[config.mk]
export PLATFORM = sky130hd
export DESIGN_NAME = dmi_target_fsm
export DESIGN_NICKNAME = d
export VERILOG_FILES = /design/src/rtl/dmi_pkg.sv /design/src/rtl/dmi_target_fsm.sv
export SDC_FILE = /design/constraint.sdc
export NUM_CORES = 1
export LEC_CHECK = 0
export ABC_CLOCK_PERIOD_IN_PS = 1700
export CAP_MARGIN = 20
export CORE_MARGIN = 5
export CORE_UTILIZATION = 35
export DETAILED_ROUTE_END_ITERATION = 16
export GPL_ROUTABILITY_DRIVEN = 0
export GPL_TIMING_DRIVEN = 0
export PLACE_DENSITY = 0.75
export SETUP_SLACK_MARGIN = 0.5
export SLEW_MARGIN = 0
export SYNTH_ARGS = -nofsm -noshare
export SYNTH_HDL_FRONTEND = slang
export SYNTH_SLANG_ARGS = --single-unit
export TNS_END_PERCENT = 1
[constraint.sdc]
create_clock -name clk -period 1.7 [get_ports clk]
set_clock_uncertainty 0.05 [all_clocks]
set_input_delay 0.255 -clock clk [delete_from_list [all_inputs] [get_ports clk]]
set_output_delay 0.255 -clock clk [all_outputs]
set_load 0.05 [all_outputs]
[src/rtl/dmi_pkg.sv]
// Shared types for the DMI target: request ops, response codes, FSM states
// and the default bus widths.
package dmi_pkg;

  localparam int ADDR_W_DEF = 7;
  localparam int DATA_W_DEF = 32;

  typedef enum logic [1:0] {
    OP_NOP   = 2'd0,
    OP_READ  = 2'd1,
    OP_WRITE = 2'd2,
    OP_RSVD  = 2'd3
  } dmi_op_e;

  typedef enum logic [1:0] {
    RESP_SUCCESS = 2'd0,
    RESP_FAILED  = 2'd2
  } dmi_resp_e;

  typedef enum logic [1:0] {
    ST_IDLE,
    ST_ISSUE,
    ST_WAIT,
    ST_RESP
  } dmi_state_e;

endpackage

[src/rtl/dmi_target_fsm.sv]
// DMI request -> single debug-module register access -> DMI response, one at a time.
// Optional completion-wait timeout enabled by defining DMI_TIMEOUT_EN.
module dmi_target_fsm
  import dmi_pkg::*;
#(
  parameter int ADDR_W  = ADDR_W_DEF,
  parameter int DATA_W  = DATA_W_DEF,
  parameter int TIMEOUT = 255
) (
  input  logic              clk,
  input  logic              reset,
  input  logic              dmi_req_valid,
  output logic              dmi_req_ready,
  input  logic [ADDR_W-1:0] dmi_req_addr,
  input  logic [1:0]        dmi_req_op,
  input  logic [DATA_W-1:0] dmi_req_data,
  output logic              dmi_resp_valid,
  input  logic              dmi_resp_ready,
  output logic [1:0]        dmi_resp_resp,
  output logic [DATA_W-1:0] dmi_resp_data,
  output logic              dm_req_valid,
  input  logic              dm_req_ready,
  output logic [ADDR_W-1:0] dm_addr,
  output logic              dm_wen,
  output logic [DATA_W-1:0] dm_wdata,
  input  logic              dm_rvalid,
  input  logic [DATA_W-1:0] dm_rdata,
  input  logic              dm_rerr
);

  if (TIMEOUT < 1) begin : g_timeout_chk
    $error("dmi_target_fsm: TIMEOUT must be at least 1");
  end

  dmi_state_e        r_state;
  logic              r_req_ready;
  logic              r_resp_valid;
  dmi_resp_e         r_resp;
  logic [DATA_W-1:0] r_resp_data;
  logic              r_dm_req_valid;
  logic [ADDR_W-1:0] r_dm_addr;
  logic              r_dm_wen;
  logic [DATA_W-1:0] r_dm_wdata;

  logic w_req_fire;
  assign w_req_fire = dmi_req_valid & r_req_ready;

`ifdef DMI_TIMEOUT_EN
  localparam int CNT_W = ($clog2(TIMEOUT + 1) > 8) ? $clog2(TIMEOUT + 1) : 8;
  logic [CNT_W-1:0] r_wait_cnt;
`endif

  always_ff @(posedge clk) begin
    if (reset) begin
      r_state        <= ST_IDLE;
      r_req_ready    <= 1'b0;
      r_resp_valid   <= 1'b0;
      r_resp         <= RESP_SUCCESS;
      r_resp_data    <= '0;
      r_dm_req_valid <= 1'b0;
      r_dm_addr      <= '0;
      r_dm_wen       <= 1'b0;
      r_dm_wdata     <= '0;
`ifdef DMI_TIMEOUT_EN
      r_wait_cnt     <= '0;
`endif
    end else begin
      case (r_state)
        ST_IDLE: begin
          if (w_req_fire) begin
            r_req_ready <= 1'b0;
            r_dm_addr   <= dmi_req_addr;
            r_dm_wen    <= (dmi_req_op == OP_WRITE);
            r_dm_wdata  <= dmi_req_data;
            r_resp_data <= '0;
            case (dmi_req_op)
              OP_READ, OP_WRITE: begin
                r_dm_req_valid <= 1'b1;
                r_state        <= ST_ISSUE;
              end
              OP_NOP: begin
                r_resp_valid <= 1'b1;
                r_resp       <= RESP_SUCCESS;
                r_state      <= ST_RESP;
              end
              default: begin
                r_resp_valid <= 1'b1;
                r_resp       <= RESP_FAILED;
                r_state      <= ST_RESP;
              end
            endcase
          end else begin
            r_req_ready <= 1'b1;
          end
        end
        // Valid is held until acceptance; completion is only looked at from WAIT.
        ST_ISSUE: begin
          if (dm_req_ready) begin
            r_dm_req_valid <= 1'b0;
            r_state        <= ST_WAIT;
`ifdef DMI_TIMEOUT_EN
            r_wait_cnt     <= '0;
`endif
          end
        end
        ST_WAIT: begin
          if (dm_rvalid) begin
            r_resp_valid <= 1'b1;
            r_resp       <= dm_rerr ? RESP_FAILED : RESP_SUCCESS;
            r_resp_data  <= (!r_dm_wen && !dm_rerr) ? dm_rdata : '0;
            r_state      <= ST_RESP;
          end
`ifdef DMI_TIMEOUT_EN
          else if (r_wait_cnt == CNT_W'(TIMEOUT - 1)) begin
            r_resp_valid <= 1'b1;
            r_resp       <= RESP_FAILED;
            r_resp_data  <= '0;
            r_state      <= ST_RESP;
          end else begin
            r_wait_cnt <= r_wait_cnt + 1'b1;
          end
`endif
        end
        ST_RESP: begin
          if (dmi_resp_ready) begin
            r_resp_valid <= 1'b0;
            r_req_ready  <= 1'b1;
            r_state      <= ST_IDLE;
          end
        end
        default: r_state <= ST_IDLE;
      endcase
    end
  end

  assign dmi_req_ready  = r_req_ready;
  assign dmi_resp_valid = r_resp_valid;
  assign dmi_resp_resp  = r_resp;
  assign dmi_resp_data  = r_resp_data;
  assign dm_req_valid   = r_dm_req_valid;
  assign dm_addr        = r_dm_addr;
  assign dm_wen         = r_dm_wen;
  assign dm_wdata       = r_dm_wdata;

endmodule

Word-level counts from Yosys, hierarchy flattened
Index checks and enable logic that the tools add are counted.
W data, S select, Z words.
- bits in registers: 79
- bits of input ports: 80
- output and inout port bits: 77
- logic and storage cells: 65
- eq/ne operators: 11
- mux-type cells: 27
- bitwise gates (word level): 1
- reduce and logical (&&, ||, !) cells: 17
- operators by type and width (cell ; number):
    $mux W32 ; 3
    $pmux W32 S2 ; 1
    $mux W2 ; 8
    $reduce_and A4 Y1 ; 3
    $ne A2 B2 Y1 const B ; 5
    $mux W1 ; 9
    $pmux W2 S2 ; 2
    $pmux W2 S4 ; 1
    $eq A2 B2 Y1 const B ; 3
    $reduce_bool A2 Y1 ; 3
    $reduce_and A5 Y1 ; 1
    $eq A2 B1 Y1 const B ; 2
    $logic_not A2 Y1 ; 2
    $pmux W1 S2 ; 2
    $reduce_and A2 Y1 ; 2
    $pmux W1 S3 ; 1
    $reduce_and A3 Y1 ; 1
    $reduce_bool A3 Y1 ; 1
    $logic_not A1 Y1 ; 2
    $ne A2 B1 Y1 const B ; 1
    $reduce_or A2 Y1 ; 1
    $and A1 B1 Y1 ; 1
    $logic_and A1 B1 Y1 ; 1

Longest topological paths before layout
Gate-level depths: netlist of run 1.
- depth in word-level cells: 5
- depth in mapped cells: 8
- mapped depth without buffers: 6

Worst setup path after synthesis of run 1
OpenSTA, ideal clock, no wires.
- path kind: register to register
- start point: reg r_req_ready, in the netlist dmi_req_ready
- end point: reg r_state[1]
- setup time: 0.133 ns
- arrival time: 1.567 ns
- data required time: 1.517 ns
- slack: -0.050 ns
- cell stages (with the launch flop): 5
- buffers on the path: 0
- clock period less this slack: 1.750 ns
- cell sequence: dfxtp_1 > nand2_2 > a2111o_1 > nor3_1 > a211oi_1
- word-level cells in the longest chain between the ends: 3
- ends and longest elaborated chain (element ; RTL line ; text):
    from (decl) ; dmi_target_fsm.sv:36 ; logic r_req_ready;
    from (signal assigned) ; dmi_target_fsm.sv:56 ; r_req_ready <= 1'b0;
    from (signal assigned) ; dmi_target_fsm.sv:71 ; r_req_ready <= 1'b0;
    from (signal assigned) ; dmi_target_fsm.sv:93 ; r_req_ready <= 1'b1;
    $and A1 B1 Y1 ; dmi_target_fsm.sv:46 ; assign w_req_fire = dmi_req_valid & r_req_ready;
    $ne A2 B2 Y1 (no source line) ; n/a ;
    $reduce_and A4 Y1 (no source line) ; n/a ;
    to (signal assigned) ; dmi_target_fsm.sv:55 ; r_state <= ST_IDLE;
    to (signal assigned) ; dmi_target_fsm.sv:79 ; r_state <= ST_ISSUE;
    to (signal assigned) ; dmi_target_fsm.sv:84 ; r_state <= ST_RESP;
    to (decl) ; dmi_target_fsm.sv:35 ; dmi_state_e r_state;
Every way passes these cells.
A chain may end at the register's enable or synchronous reset.

Worst setup path in the final report of run 1
- start point: reg r_state[0]
- end point: reg r_state[1]
- word-level cells in the longest chain between the ends: 3
- elaborated cells on any way between the ends: 10
- classes of those cells: 7 x eq/ne; 1 x mux; 2 x reduce/logical
- ends and longest elaborated chain (element ; RTL line ; text):
    $eq A2 B2 Y1 (tied with other cells) ; dmi_target_fsm.sv:68 ; case (r_state)
    $ne A2 B2 Y1 (no source line) ; n/a ;
    $reduce_and A4 Y1 (no source line) ; n/a ;
Several ways; a longest one is shown, not always the timed one.

==> results.md, run 1 <==
* Pwr Density at 1296 nW/µm²
* Final period util at 0.9832
* Worst slew pin tran at 0.5534 ns
* Final WL at 9460 µm
* Initial DRC Count at 78
* Port Buf Inserts at 154
* Routed Antenna Nets at 0
* Startpoint Class: flop
* FP Rows at 33
* Most numerous cell in the Yosys netlist: nand2_1
* Drt pass-1 iters at 5
* Sw power at 2.729 mW
* Sw frac at 0.3976
* Share of layout cells above drive strength 1 at 0.3561
* Syn avg cell area at 8.069 µm²
* DRC violation count after routing at 0
* Vias after detailed routing at 3129
* Top cell type by total area after synthesis: dfxtp_1
* Final worst setup slack at 0.02852 ns
* Clock sinks at 78
* Placed instance area at 4738 µm²
* Worst endpoint required time at 1.85 ns
* Nets@finish at 625
* Critical path fanouts, max at 7
* Initial Util at 0.3617
* Worst EP arrival at 1.82 ns
* Clock buffer count from CTS at 9
* First-pass GRT wire length at 14080 µm
* Layout Cells excl Fill at 647
* Clock group share of total power at 0.210
* Fill count at 700
* EDFF count, synth at 0
* Top Ports at 157
* Drt wl/cell at 14.62 µm
* CP Capture Type: flop
* Clk Latency, worst-skew pair at 0.33 ns
* Clk slew on worst S/H paths at 0.07 ns
* Slowest cell on the critical path: a2111o_1
* Area share of the largest cell type after synthesis at 0.5202
* Place WS at -0.2728 ns
* Vias in the first global route at 3049
* Post-synth ARST share at 0
* Synth area leaders: dfxtp_1 52%, nand2_1 14%, a21oi_1 13%, nand3_1 5.3%, ha_1 3.3%
* RSZ-0062 raised after global routing: yes
* Outcome: complete, no violations
* Top FF cell, synth: dfxtp_1
* Gate power share at 0.455
* FF/Latch Area at 1653 µm²
* All-Layer GR Usage at 0.1682
* Final setup violation count at 0
* Remaining global-route overflow at 0
* Synth warn at 0
* Sequential fraction of the synthesis area at 0.5202
* Pint at 4.134 mW
* Largest net degree at the start of global routing at 14
* CTS tree: built
* Core box area at 8299 µm²
* Hold slack at 0.1826 ns
* Fin area at 5294 µm²
* Via density at 4.836
* Final Hold Fails at 0
* Cells along the critical path: inv_6 > ha_4 > nor2b_4 > a2111o_1 > nor3_2 > a211oi_1
* Max-slew headroom at 0.6310
* Post-synthesis cell area at 3002 µm²
* Diode count at 0
* Clock Path Buffers at 2
* Initial antenna violation count at 0
* Flops & latches, synth at 78
* MaxCap Viol Count at 0
* Post-Syn Instances at 372
* Lkg Pwr at 2.005 nW
* DIE WIDTH at 102.6 µm
* Hold Crit Class: input pin to flop
* CTS Hold Bufs at 0
* Worst stage delay on the critical path at 0.46 ns
* Pwr Total at 6.862 mW
* Sequential share of power at 0.336
* FMAX at 598.3 MHz
* Post-CTS Setup Bufs at 0
* Slew Limit Fails at 0
* WS Path Type: flop to flop
* Syn_nets at 460
* Area grow syn2layout at 76.37%
* Min Tclk post-route at 1.671 ns
* Placed cells at 631
* Die area at 10530 µm²
* Post-synthesis cell type count at 31
* Clk Tree Root Cell: clkbuf_8
* Die Span Y at 102.6 µm
* H-tree Lvls at 3
* Most frequent cells after synthesis: 111 x nand2_1, 78 x dfxtp_1, 75 x a21oi_1
* Footprint of the multi-input gates at 1405 µm²
* Dpl hpwl at 7151 µm
* Max VDD drop at 0.0006647 V
layout by cell type, fill, tap and decap left out, types with 2 or more instances in the layout:
cell / instances
ha_4: 2
buf_4: 6
nor2_1: 6
clkbuf_1: 11
a32oi_1: 2
dfxtp_1: 19
buf_8: 7
nand2_1: 107
nor2b_1: 2
a21oi_1: 71
nand3_1: 31
ha_1: 5
buf_6: 78
nor3_1: 2
nand2_2: 3
dfxtp_4: 7
clkbuf_2: 4
dfxtp_2: 52
clkbuf_8: 9
inv_1: 3
nand2_4: 2
clkdlybuf4s50_1: 78
a211oi_1: 3
a21oi_2: 4
clkinvlp_4: 2
final cells by class:
class | instances | share of cell area
Clock inverter | 4 | 0.01016
Sequential cell | 78 | 0.3122
Clock buffer | 12 | 0.02954
Tap cell | 105 | 0.02482
Timing Repair Buffer | 154 | 0.3127
Buffer | 29 | 0.04018
Multi-Input combinational cell | 260 | 0.2654
Inverter | 5 | 0.004963
through the flow:
stage | util | setup TNS [ns]
finish | 0.6379 | 0
detailed placement | 0.5709 | -8.481
CTS | 0.5875 | 0
global route | 0.6379 | -0.1107
floorplan | - | 0
global placement | 0.5709 | -6.051
sequential cells by signal, summed over array words and instances, names as in the netlist:
signal / cells
dm_addr: 7
dmi_resp_valid: 1
dm_req_valid: 1
dmi_req_ready: 1
dm_wdata: 32
dmi_resp_resp: 1
dm_wen: 1
dmi_resp_data: 32
r_state: 2
logic make-up (layout without fill, tap and decap cells):
family / after synthesis / in the layout / synth area share
simple gates: 161 / 161 / 0.2272
compound gates: 88 / 88 / 0.1613
flops: 78 / 78 / 0.5202
buf+inv: 34 / 204 / 0.04961
fa+ha+maj: 8 / 8 / 0.03335
mux: 2 / 2 / 0.007086
other cells: 1 / 1 / 0.001249
power groups by stage:
stage	sequential [mW]	clock, mW	combinational, mW
6_report	2.30	1.44	3.12
5_1_grt	2.34	1.57	3.32
4_1_cts	2.21	1.48	2.66
3_5_place_dp	2.26	0	2.76
3_3_place_gp	2.25	0	2.71
2_1_floorplan	2.96	0	1.14
path summary, 6_finish.rpt:
path,from,endpoint,slack [ns],depth (start not counted)
setup / recovery,r_state[0],r_state[1],0.03,6
hold / removal,reset,dm_req_valid,0.18,2
setup reg to reg,r_state[0],r_state[1],0.03,6
hold reg to reg,dmi_resp_data[30],dmi_resp_data[30],0.41,2
routing by layer:
metal	vias up	global-route usage	share of wire
met5	-	0	0
met1	1435	0.1992	0.40
li1	1576	-	-
met4	0	0.05954	0.014
met2	105	0.2875	0.50
met3	13	0.05210	0.086
worst max-delay path, delay by kind of cell, from the launching register on:
family / cells / cell delay [ns]
adders and majority gates: 1 / 0.19
buffers and inverters: 1 / 0.05
and+or+nand+nor: 2 / 0.34
AOI/OAI and AO/OA: 2 / 0.52
DFF: 1 / 0.39
timing repair:
action	in CTS	in global routing
resized for setup	86	563
pin swaps	0	8
setup endpoints to repair	154	154
Power figures use the tool's default switching activity.
==> run 2: changes to the inputs <==
--- a/config.mk
+++ b/config.mk
@@ -9,6 +9,7 @@
 export CAP_MARGIN = 20
 export CORE_MARGIN = 5
 export CORE_UTILIZATION = 35
+export CTS_CLUSTER_DIAMETER = 40
 export DETAILED_ROUTE_END_ITERATION = 16
 export GPL_ROUTABILITY_DRIVEN = 0
 export GPL_TIMING_DRIVEN = 0
==> results of run 2 <==
No change in the layout: final DEF, timing and power equal those of run 1.
